File: src/rtl/decoder_pkg.sv
// Decoder-wide definitions: load/store size codes, LSU state type and the alignment rule.
package decoder_pkg;

    localparam int unsigned XLEN = 32;

    localparam logic [2:0] LDST_B  = 3'b000;
    localparam logic [2:0] LDST_H  = 3'b001;
    localparam logic [2:0] LDST_W  = 3'b010;
    localparam logic [2:0] LDST_BU = 3'b100;
    localparam logic [2:0] LDST_HU = 3'b101;

    typedef enum logic {
        IDLE,
        WAIT
    } lsu_state_t;

    // Unlisted size codes are treated as word accesses.
    function automatic logic is_misaligned(input logic [2:0] size, input logic [1:0] off);
        logic mis;
        mis = 1'b0;
        case (size)
            LDST_B, LDST_BU: mis = 1'b0;
            LDST_H, LDST_HU: mis = off[0];
            default:         mis = (off != 2'b00);
        endcase
        return mis;
    endfunction

endpackage

File: src/rtl/riscv_lsu_lane_align.sv
// Lane steering: byte enables and write-data replication for stores, extension for loads.
module lsu_lane_align
    import decoder_pkg::*;
(
    input  logic [2:0]      st_size,
    input  logic [1:0]      st_off,
    input  logic [XLEN-1:0] st_wd,
    output logic [3:0]      be,
    output logic [XLEN-1:0] wd,
    input  logic [2:0]      ld_size,
    input  logic [1:0]      ld_off,
    input  logic [XLEN-1:0] ld_word,
    output logic [XLEN-1:0] ld_data
);

    logic [XLEN-1:0] byte_shift;
    logic [XLEN-1:0] half_shift;
    logic [7:0]      ld_byte;
    logic [15:0]     ld_half;

    always_comb begin
        be = 4'b1111;
        wd = st_wd;
        case (st_size)
            LDST_B, LDST_BU: begin
                be = 4'b0001 << st_off;
                wd = {4{st_wd[7:0]}};
            end
            LDST_H, LDST_HU: begin
                be = 4'b0011 << {st_off[1], 1'b0};
                wd = {2{st_wd[15:0]}};
            end
            default: begin
                be = 4'b1111;
                wd = st_wd;
            end
        endcase
    end

    assign byte_shift = ld_word >> {ld_off, 3'b000};
    assign half_shift = ld_word >> {ld_off[1], 4'b0000};
    assign ld_byte    = byte_shift[7:0];
    assign ld_half    = half_shift[15:0];

    always_comb begin
        ld_data = ld_word;
        case (ld_size)
            LDST_B:  ld_data = {{24{ld_byte[7]}}, ld_byte};
            LDST_BU: ld_data = {24'h000000, ld_byte};
            LDST_H:  ld_data = {{16{ld_half[15]}}, ld_half};
            LDST_HU: ld_data = {16'h0000, ld_half};
            default: ld_data = ld_word;
        endcase
    end

endmodule

File: src/rtl/riscv_lsu.sv
// Load/store unit: single outstanding data-memory access with stall, misalign and timeout reporting.
module riscv_lsu
    import decoder_pkg::*;
#(
    parameter int unsigned TIMEOUT_CYCLES = 255
) (
    input  logic            clk_i,
    input  logic            rst_i,
    input  logic            core_req_i,
    input  logic            core_we_i,
    input  logic [2:0]      core_size_i,
    input  logic [XLEN-1:0] core_addr_i,
    input  logic [XLEN-1:0] core_wd_i,
    output logic [XLEN-1:0] core_rd_o,
    output logic            core_stall_o,
    output logic            misalign_o,
    output logic            fault_o,
    output logic            mem_req_o,
    output logic            mem_we_o,
    output logic [3:0]      mem_be_o,
    output logic [XLEN-1:0] mem_addr_o,
    output logic [XLEN-1:0] mem_wd_o,
    input  logic [XLEN-1:0] mem_rd_i,
    input  logic            mem_ready_i
);

    localparam int unsigned CNT_W = $clog2(TIMEOUT_CYCLES + 1);
    localparam logic [CNT_W-1:0] CNT_LAST = CNT_W'(TIMEOUT_CYCLES - 1);

    lsu_state_t      state_q, state_d;
    logic [CNT_W-1:0] cnt_q;
    logic            req_q, we_q;
    logic [3:0]      be_q;
    logic [XLEN-1:0] addr_q, wd_q;
    logic [2:0]      size_q;
    logic [1:0]      off_q;

    logic            accept, done, timeout, misal;
    logic [3:0]      be_c;
    logic [XLEN-1:0] wd_c, ld_data_c;

    lsu_lane_align u_lane_align (
        .st_size (core_size_i),
        .st_off  (core_addr_i[1:0]),
        .st_wd   (core_wd_i),
        .be      (be_c),
        .wd      (wd_c),
        .ld_size (size_q),
        .ld_off  (off_q),
        .ld_word (mem_rd_i),
        .ld_data (ld_data_c)
    );

    assign misal = is_misaligned(core_size_i, core_addr_i[1:0]);

    always_ff @(posedge clk_i) begin
        if (rst_i) state_q <= IDLE;
        else       state_q <= state_d;
    end

    // Next state and core-facing handshake; ready takes priority over timeout.
    always_comb begin
        state_d      = state_q;
        accept       = 1'b0;
        done         = 1'b0;
        timeout      = 1'b0;
        core_stall_o = 1'b0;
        misalign_o   = 1'b0;
        fault_o      = 1'b0;
        core_rd_o    = '0;
        case (state_q)
            IDLE: begin
                if (core_req_i) begin
                    if (misal) begin
                        misalign_o = 1'b1;
                    end else begin
                        core_stall_o = 1'b1;
                        accept       = 1'b1;
                        state_d      = WAIT;
                    end
                end
            end
            WAIT: begin
                if (mem_ready_i) begin
                    done    = 1'b1;
                    state_d = IDLE;
                    if (!we_q) core_rd_o = ld_data_c;
                end else if (cnt_q == CNT_LAST) begin
                    timeout = 1'b1;
                    fault_o = 1'b1;
                    state_d = IDLE;
                end else begin
                    core_stall_o = 1'b1;
                end
            end
            default: state_d = IDLE;
        endcase
    end

    // Request registers and timeout counter.
    always_ff @(posedge clk_i) begin
        if (rst_i) begin
            req_q  <= 1'b0;
            we_q   <= 1'b0;
            be_q   <= '0;
            addr_q <= '0;
            wd_q   <= '0;
            size_q <= '0;
            off_q  <= '0;
            cnt_q  <= '0;
        end else if (accept) begin
            req_q  <= 1'b1;
            we_q   <= core_we_i;
            be_q   <= be_c;
            addr_q <= {core_addr_i[XLEN-1:2], 2'b00};
            wd_q   <= wd_c;
            size_q <= core_size_i;
            off_q  <= core_addr_i[1:0];
            cnt_q  <= '0;
        end else if (state_q == WAIT) begin
            if (done || timeout) begin
                req_q <= 1'b0;
                we_q  <= 1'b0;
            end else begin
                cnt_q <= cnt_q + CNT_W'(1);
            end
        end
    end

    assign mem_req_o  = req_q;
    assign mem_we_o   = we_q;
    assign mem_be_o   = be_q;
    assign mem_addr_o = addr_q;
    assign mem_wd_o   = wd_q;

endmodule

File: config.mk
export PLATFORM = sky130hd
export DESIGN_NAME = riscv_lsu
export DESIGN_NICKNAME = d
export VERILOG_FILES = /design/src/rtl/decoder_pkg.sv /design/src/rtl/riscv_lsu_lane_align.sv /design/src/rtl/riscv_lsu.sv
export SDC_FILE = /design/constraint.sdc
export NUM_CORES = 1
export LEC_CHECK = 0
export CAP_MARGIN = 0
export CORE_MARGIN = 2
export CORE_UTILIZATION = 42
export DETAILED_ROUTE_END_ITERATION = 8
export PLACE_DENSITY = 0.81
export SLEW_MARGIN = 10
export SYNTH_ARGS = -nofsm -noshare
export SYNTH_HDL_FRONTEND = slang
export SYNTH_HIERARCHICAL = 1
export SYNTH_SLANG_ARGS = --single-unit
File: constraint.sdc
create_clock -name clk_i -period 2 [get_ports clk_i]
set_input_delay 0.3 -clock clk_i [delete_from_list [all_inputs] [get_ports clk_i]]
set_output_delay 0.3 -clock clk_i [all_outputs]
set_load 0.01 [all_outputs]
# --- Word-level counts from Yosys, hierarchy flattened ---
# Cells that the tools add are included.
classes:
  n_eq_ne: 7
  addsub: 1
  n_shift: 4
  bitwise_logic: 2
  reduce_logical: 11
  muxes: 25
ops:
  columns: ["operator", "n"]
  rows:
  - ["$pmux W32 S4", 1]
  - ["$mux W32", 3]
  - ["$pmux W32 S2", 1]
  - ["$shr A32 B5 Y16", 1]
  - ["$shr A32 B5 Y8", 1]
  - ["$mux W1", 17]
  - ["$eq A3 B3 Y1 const B", 4]
  - ["$add A8 B1 Y8 const B", 1]
  - ["$eq A8 B8 Y1 const B", 1]
  - ["$pmux W4 S2", 1]
  - ["$eq A3 B1 Y1 const B", 2]
  - ["$logic_not A3 Y1", 2]
  - ["$reduce_bool A2 Y1", 3]
  - ["$reduce_or A2 Y1", 3]
  - ["$pmux W1 S2", 2]
  - ["$reduce_and A2 Y1", 2]
  - ["$shl A1 B2 Y4 const A", 1]
  - ["$shl A2 B2 Y4 const A", 1]
  - ["$not A1 Y1", 2]
  - ["$logic_or A1 B1 Y1", 1]
word_totals:
  input_bits: 104
  ff_bits: 82
  word_cells: 59

# --- Longest topological paths before layout ---
depth:
  depth_word: 8
  depth_mapped: 6
  ltp_nobuf: 6

# --- Modules after synthesis ---
# Netlist, hierarchy kept.
by_module_without_submodules:
  columns: ["mod", "seq_area_each_um2", "instances", "cells_per_inst", "area_each_um2"]
  rows:
  - ["riscv_lsu", 1641.6, 1, 413, 3268.1]
  - ["lsu_lane_align", 0.0, 1, 183, 1216.2]

# --- Worst setup path after synthesis ---
# Ideal clock, no wire load.
synth_path:
  kind: "register -> output"
  from: "register size_q[0]"
  to: "output core_rd_o[16]"
  arrival_time_ns: 1.456
  path_stages_with_launch: 7
  slack_ns: 0.244
  cell_sequence: "dfxtp_1 > buf_2 > nor2_1 > mux4_2 > buf_6 > o21ai_1 > and2_1"
synth_between:
  elab_chain_len: 5
synth_rtl:
  columns: ["item", "line_no", "rtl"]
  rows:
  - ["start: declaration", "riscv_lsu.sv:35", "logic [2:0] size_q;"]
  - ["start signal: assignment", "riscv_lsu.sv:117", "size_q <= core_size_i;"]
  - ["$eq A3 B3 Y1, or another cell as far along", "riscv_lsu_lane_align.sv:47", "case (ld_size)"]
  - ["$pmux W32 S4 *", "riscv_lsu_lane_align.sv:47", null]
  - ["net ld_data_c[16]", "riscv_lsu.sv:40", "logic [XLEN-1:0] wd_c, ld_data_c;"]
  - ["$mux W32 *", "riscv_lsu.sv:87", "if (!we_q) core_rd_o = ld_data_c;"]
  - ["$mux W32 *", "riscv_lsu.sv:84", "if (mem_ready_i) begin"]
  - ["$mux W32 *", "riscv_lsu.sv:71", "case (state_q)"]
  - ["end: declaration", "riscv_lsu.sv:14", "output logic [XLEN-1:0] core_rd_o,"]
# Mark *: on every way through the listed nets, which the timed path passes. The rest lies on a longest branch.

# --- Worst setup path after layout ---
layout_path:
  from: "register off_q[1]"
  to: "output core_rd_o[28]"
layout_between:
  elab_chain_len: 5
layout_rtl:
  columns: ["item", "line_no", "rtl"]
  rows:
  - ["start: declaration", "riscv_lsu.sv:36", "logic [1:0] off_q;"]
  - ["start signal: assignment", "riscv_lsu.sv:118", "off_q <= core_addr_i[1:0];"]
  - ["$shr A32 B5 Y16 or $shr A32 B5 Y8 (tied branches)", "riscv_lsu_lane_align.sv:41, riscv_lsu_lane_align.sv:40", null]
  - ["$pmux W32 S4 *", "riscv_lsu_lane_align.sv:47", null]
  - ["net ld_data_c[28]", "riscv_lsu.sv:40", null]
  - ["$mux W32 *", "riscv_lsu.sv:87", null]
  - ["$mux W32 *", "riscv_lsu.sv:84", null]
  - ["$mux W32 *", "riscv_lsu.sv:71", null]
# Marks and branches as above.

==> results.rst <==
.. list-table::
   :header-rows: 1

   * - Metric
     - Value
   * - Clock tree root driver cell
     - sky130_fd_sc_hd__clkbuf_8
   * - Clock tree from TritonCTS
     - done
   * - Lkg Pwr
     - roughly 3.0 nW
   * - End point of the most critical hold path
     - mem_req_o
   * - Depth of the most critical reg-to-reg path
     - 7
   * - Startpoint of the tightest hold check path
     - rst_i
   * - Clock network latency to the later pin of the worst-skew pair
     - 0.34 ns
   * - Power density normalized to cell area
     - 560 nW/um2
   * - Number of nets with antenna violations after detailed routing
     - 0
   * - Initial core utilization
     - 43.4%
   * - Synthesis warning total
     - 6
   * - # rows
     - 37
   * - Achievable clock frequency
     - 432 MHz
   * - Max-slew violation count
     - 0
   * - Mean area per synthesized cell
     - 7.52 um2
   * - Critical R2R Capture
     - cnt_q[5]
   * - Final wirelength
     - roughly 16,000 um
   * - Worst hold margin
     - around 0.23 ns
   * - Worst reg2reg path startpoint
     - cnt_q[0]
   * - Required time of the critical path
     - roughly 1.7 ns
   * - Fraction of layout cells with a size suffix above 1
     - 25.1%
   * - Post-synth design cell area
     - ~4500 um2
   * - Arr. time, crit path
     - 2.02 ns
   * - Fraction of synthesis flops using an asynchronous set or reset pin
     - 0%
   * - Cell accounting for the most synthesized area
     - sky130_fd_sc_hd__dfxtp_1
   * - Antenna cells
     - 0
   * - Sequential cell area fraction in the yosys report
     - between 30% and 40%
   * - Die span in x
     - 107 um
   * - Io pins
     - 209
   * - Min-Delay Path Depth
     - 2
   * - Netlist cell types
     - 52
   * - Most frequent cell on the critical path
     - sky130_fd_sc_hd__buf_6
   * - Nets@finish
     - 935
   * - Clock Sinks
     - 82
   * - Classification of the worst-slack hold path
     - in2reg
   * - Clock period minus worst slack
     - 2.32 ns
   * - Die area
     - 11,500 um2
   * - # Max-Cap Violations
     - 0
   * - Top library cells by usage in the layout, fill and taps aside
     - sky130_fd_sc_hd__nand2_1, sky130_fd_sc_hd__clkdlybuf4s50_1, sky130_fd_sc_hd__dfxtp_1
   * - Max VDD drop
     - ~0.47 mV
   * - Worst setup slack after layout
     - -0.316 ns
   * - Chip Height
     - roughly 110 um
   * - Most common cell after layout, fill and taps aside
     - sky130_fd_sc_hd__nand2_1
   * - Final sum of negative setup slack
     - -5.21 ns
   * - Predominant post-synthesis flop cell
     - sky130_fd_sc_hd__dfxtp_1
   * - Avg Vias per Cell
     - 5.32
   * - Violations in the final reports
     - negative setup slack
   * - Startpoint Class
     - flip-flop
   * - Post-route DRC
     - 0
   * - Count of endpoints failing setup in the final report
     - 31
   * - Buffer depth of the longest clock path
     - 2
   * - Maximum fanout count along the critical path
     - 3
   * - Per-cell routed wire length
     - 16.9 um
   * - Final Hold Violating Endpoints
     - 0
   * - Synth top area share
     - 36.6%
   * - Worst setup skew after layout
     - 0.00915 ns
   * - GR Overflow Total
     - 0
   * - Delay of the slowest cell on the worst path
     - about 0.56 ns
   * - Outcome
     - finished, violations left
   * - Setup repair after global routing missed its margin
     - yes
   * - Post-route clock period utilization
     - 116%
   * - GRT Overall Usage
     - 27.9%
   * - # port buffers
     - slightly above 200
   * - Max H-tree Level
     - 3
   * - Post-Synthesis Cells
     - 596
   * - Clock input transition at the sequential cells of the worst setup and hold paths
     - 0.08 ns
   * - Worst setup EP type
     - primary output
   * - Layout overhead on the synthesized area
     - 68.2%
   * - Via count of the first global-routing pass
     - approximately 5.2k
   * - Number of buffers created by CTS
     - 9
   * - Number of enable flip-flop cells after synthesis
     - 0
   * - Number of vias in the routed layout
     - 5,159
   * - Largest cells by area after synthesis
     - sky130_fd_sc_hd__dfxtp_1, sky130_fd_sc_hd__nand2_1, sky130_fd_sc_hd__a21oi_1
   * - Class of the most critical setup path
     - reg2out
   * - Drt pass-1 iters
     - 5
   * - Post-Place Setup Slack
     - -0.751 ns
   * - Worst-case register-to-register setup slack
     - about 0.30 ns
   * - Worst-path cell chain
     - inv_4, mux4_2, buf_6, buf_6, o21ai_2, and2_1, buf_2
   * - Cell with the biggest individual delay on the critical path
     - sky130_fd_sc_hd__mux4_2
   * - Iter 0 DRT Violations
     - 305
   * - Wire length of the first global-routing pass
     - roughly 26,000 um
   * - Post-detailed-placement half-perimeter wirelength
     - 11,100 um
   * - Count of state elements after synthesis
     - 82
   * - Pin count of the biggest net entering global routing
     - between 50 and 60
   * - Final weighted congestion in routability-driven placement
     - ~0.92
   * - Antenna violations before repair
     - 0
   * - Core region area
     - 10,300 um2
[worst max-delay path, delay by kind of cell (launching register included)]
kind / cells / cell delay, ns
mux: 1 / 0.56
buf+inv: 4 / 0.48
flops: 1 / 0.34
compound gates: 1 / 0.15
simple gates: 1 / 0.15
[metal layers]
layer	track usage, %	share of wire (%)
met5	0	0
met4	12.9	3.9
met3	10.7	11
met2	48.1	49
met1	30.3	36
[sequential cells by signal, summed over array words and instances, names as in the netlist]
name and count:
cnt_q 8, mem_addr_o 30, mem_be_o 4, mem_req_o 1, mem_wd_o 32, mem_we_o 1
off_q 2, size_q 3, state_q 1
[stage by stage]
step / instances / util [%] / power (mW) / instance area, um2
CTS: 969 / 71.2 / 4.18 / 7350
finish: 970 / 73.1 / 4.23 / 7540
floorplan: 597 / - / 2.27 / 4490
global placement: 927 / 65.9 / 2.82 / 6800
detailed placement: 927 / 65.9 / 2.84 / 6800
global route: 970 / 73.1 / 4.43 / 7540
[report_power, final]
group	leakage, nW	total, mW	internal, mW	switching, mW
Sequential	0.672	1.76	1.71	0.0490
Combinational	2.24	1.27	0.693	0.576
Clock	0.0966	1.20	0.580	0.618
[cells in the mapped netlist (4+ instances only)]
cell	number
sky130_fd_sc_hd__and2_1	32
sky130_fd_sc_hd__inv_1	6
sky130_fd_sc_hd__mux2_2	18
sky130_fd_sc_hd__dfxtp_1	82
sky130_fd_sc_hd__nand2b_1	4
sky130_fd_sc_hd__a211oi_1	22
sky130_fd_sc_hd__o21ai_1	11
sky130_fd_sc_hd__xor2_1	4
sky130_fd_sc_hd__a21oi_1	75
sky130_fd_sc_hd__buf_4	11
sky130_fd_sc_hd__nand2_1	178
sky130_fd_sc_hd__buf_2	16
sky130_fd_sc_hd__clkbuf_1	23
sky130_fd_sc_hd__mux2i_1	16
sky130_fd_sc_hd__o21ai_0	23
sky130_fd_sc_hd__nor2_1	16
sky130_fd_sc_hd__nor2b_1	5
sky130_fd_sc_hd__o211ai_1	4
sky130_fd_sc_hd__a21o_1	9
[area by class of cell]
cell class              instances  area, um2
fillers                       785       2780
repair buffers                274       2630
inverters                       7       28.8
multi-input cells             455       2870
clock inverters                 6       65.1
flip-flops and latches         82       1660
clock buffers                  10        128
well taps                     136        170
[cells by family (layout without fill, tap and decap cells)]
group	Yosys count	after routing	share of synthesized area [%]
flops	82	82	36.6
compound gates	157	157	20.8
buf+inv	61	297	6.84
simple gates	253	253	25.6
other cells	1	2	0.0836
xor+xnor	5	5	0.977
fa+ha+maj	2	2	0.558
mux	35	36	8.59
[repair_timing]
item / 4_1_cts / 5_1_grt
gates cloned: 3 / 0
hold buffers: 0 / 0
pin swaps: 45 / 30
buffers inserted: 23 / 2
resized for setup: 220 / 44
setup endpoints to repair: 34 / 34
[worst max path at each step]
| stage | slack, ns | start | cells past startpoint | end |
|---|---|---|---|---|
| 5_1_grt | -0.37 | off_q[1] | 7 | core_rd_o[28] |
| 4_1_cts | -0.23 | off_q[1] | 7 | core_rd_o[16] |
| 6_report | -0.32 | off_q[1] | 7 | core_rd_o[28] |
| 3_5_place_dp | -0.75 | mem_rd_i[23] | 6 | core_rd_o[21] |
| 2_1_floorplan | 0.24 | size_q[0] | 6 | core_rd_o[16] |
| 3_3_place_gp | -0.66 | mem_rd_i[31] | 6 | core_rd_o[29] |
Note: power is estimated with default switching activity, not from simulation.
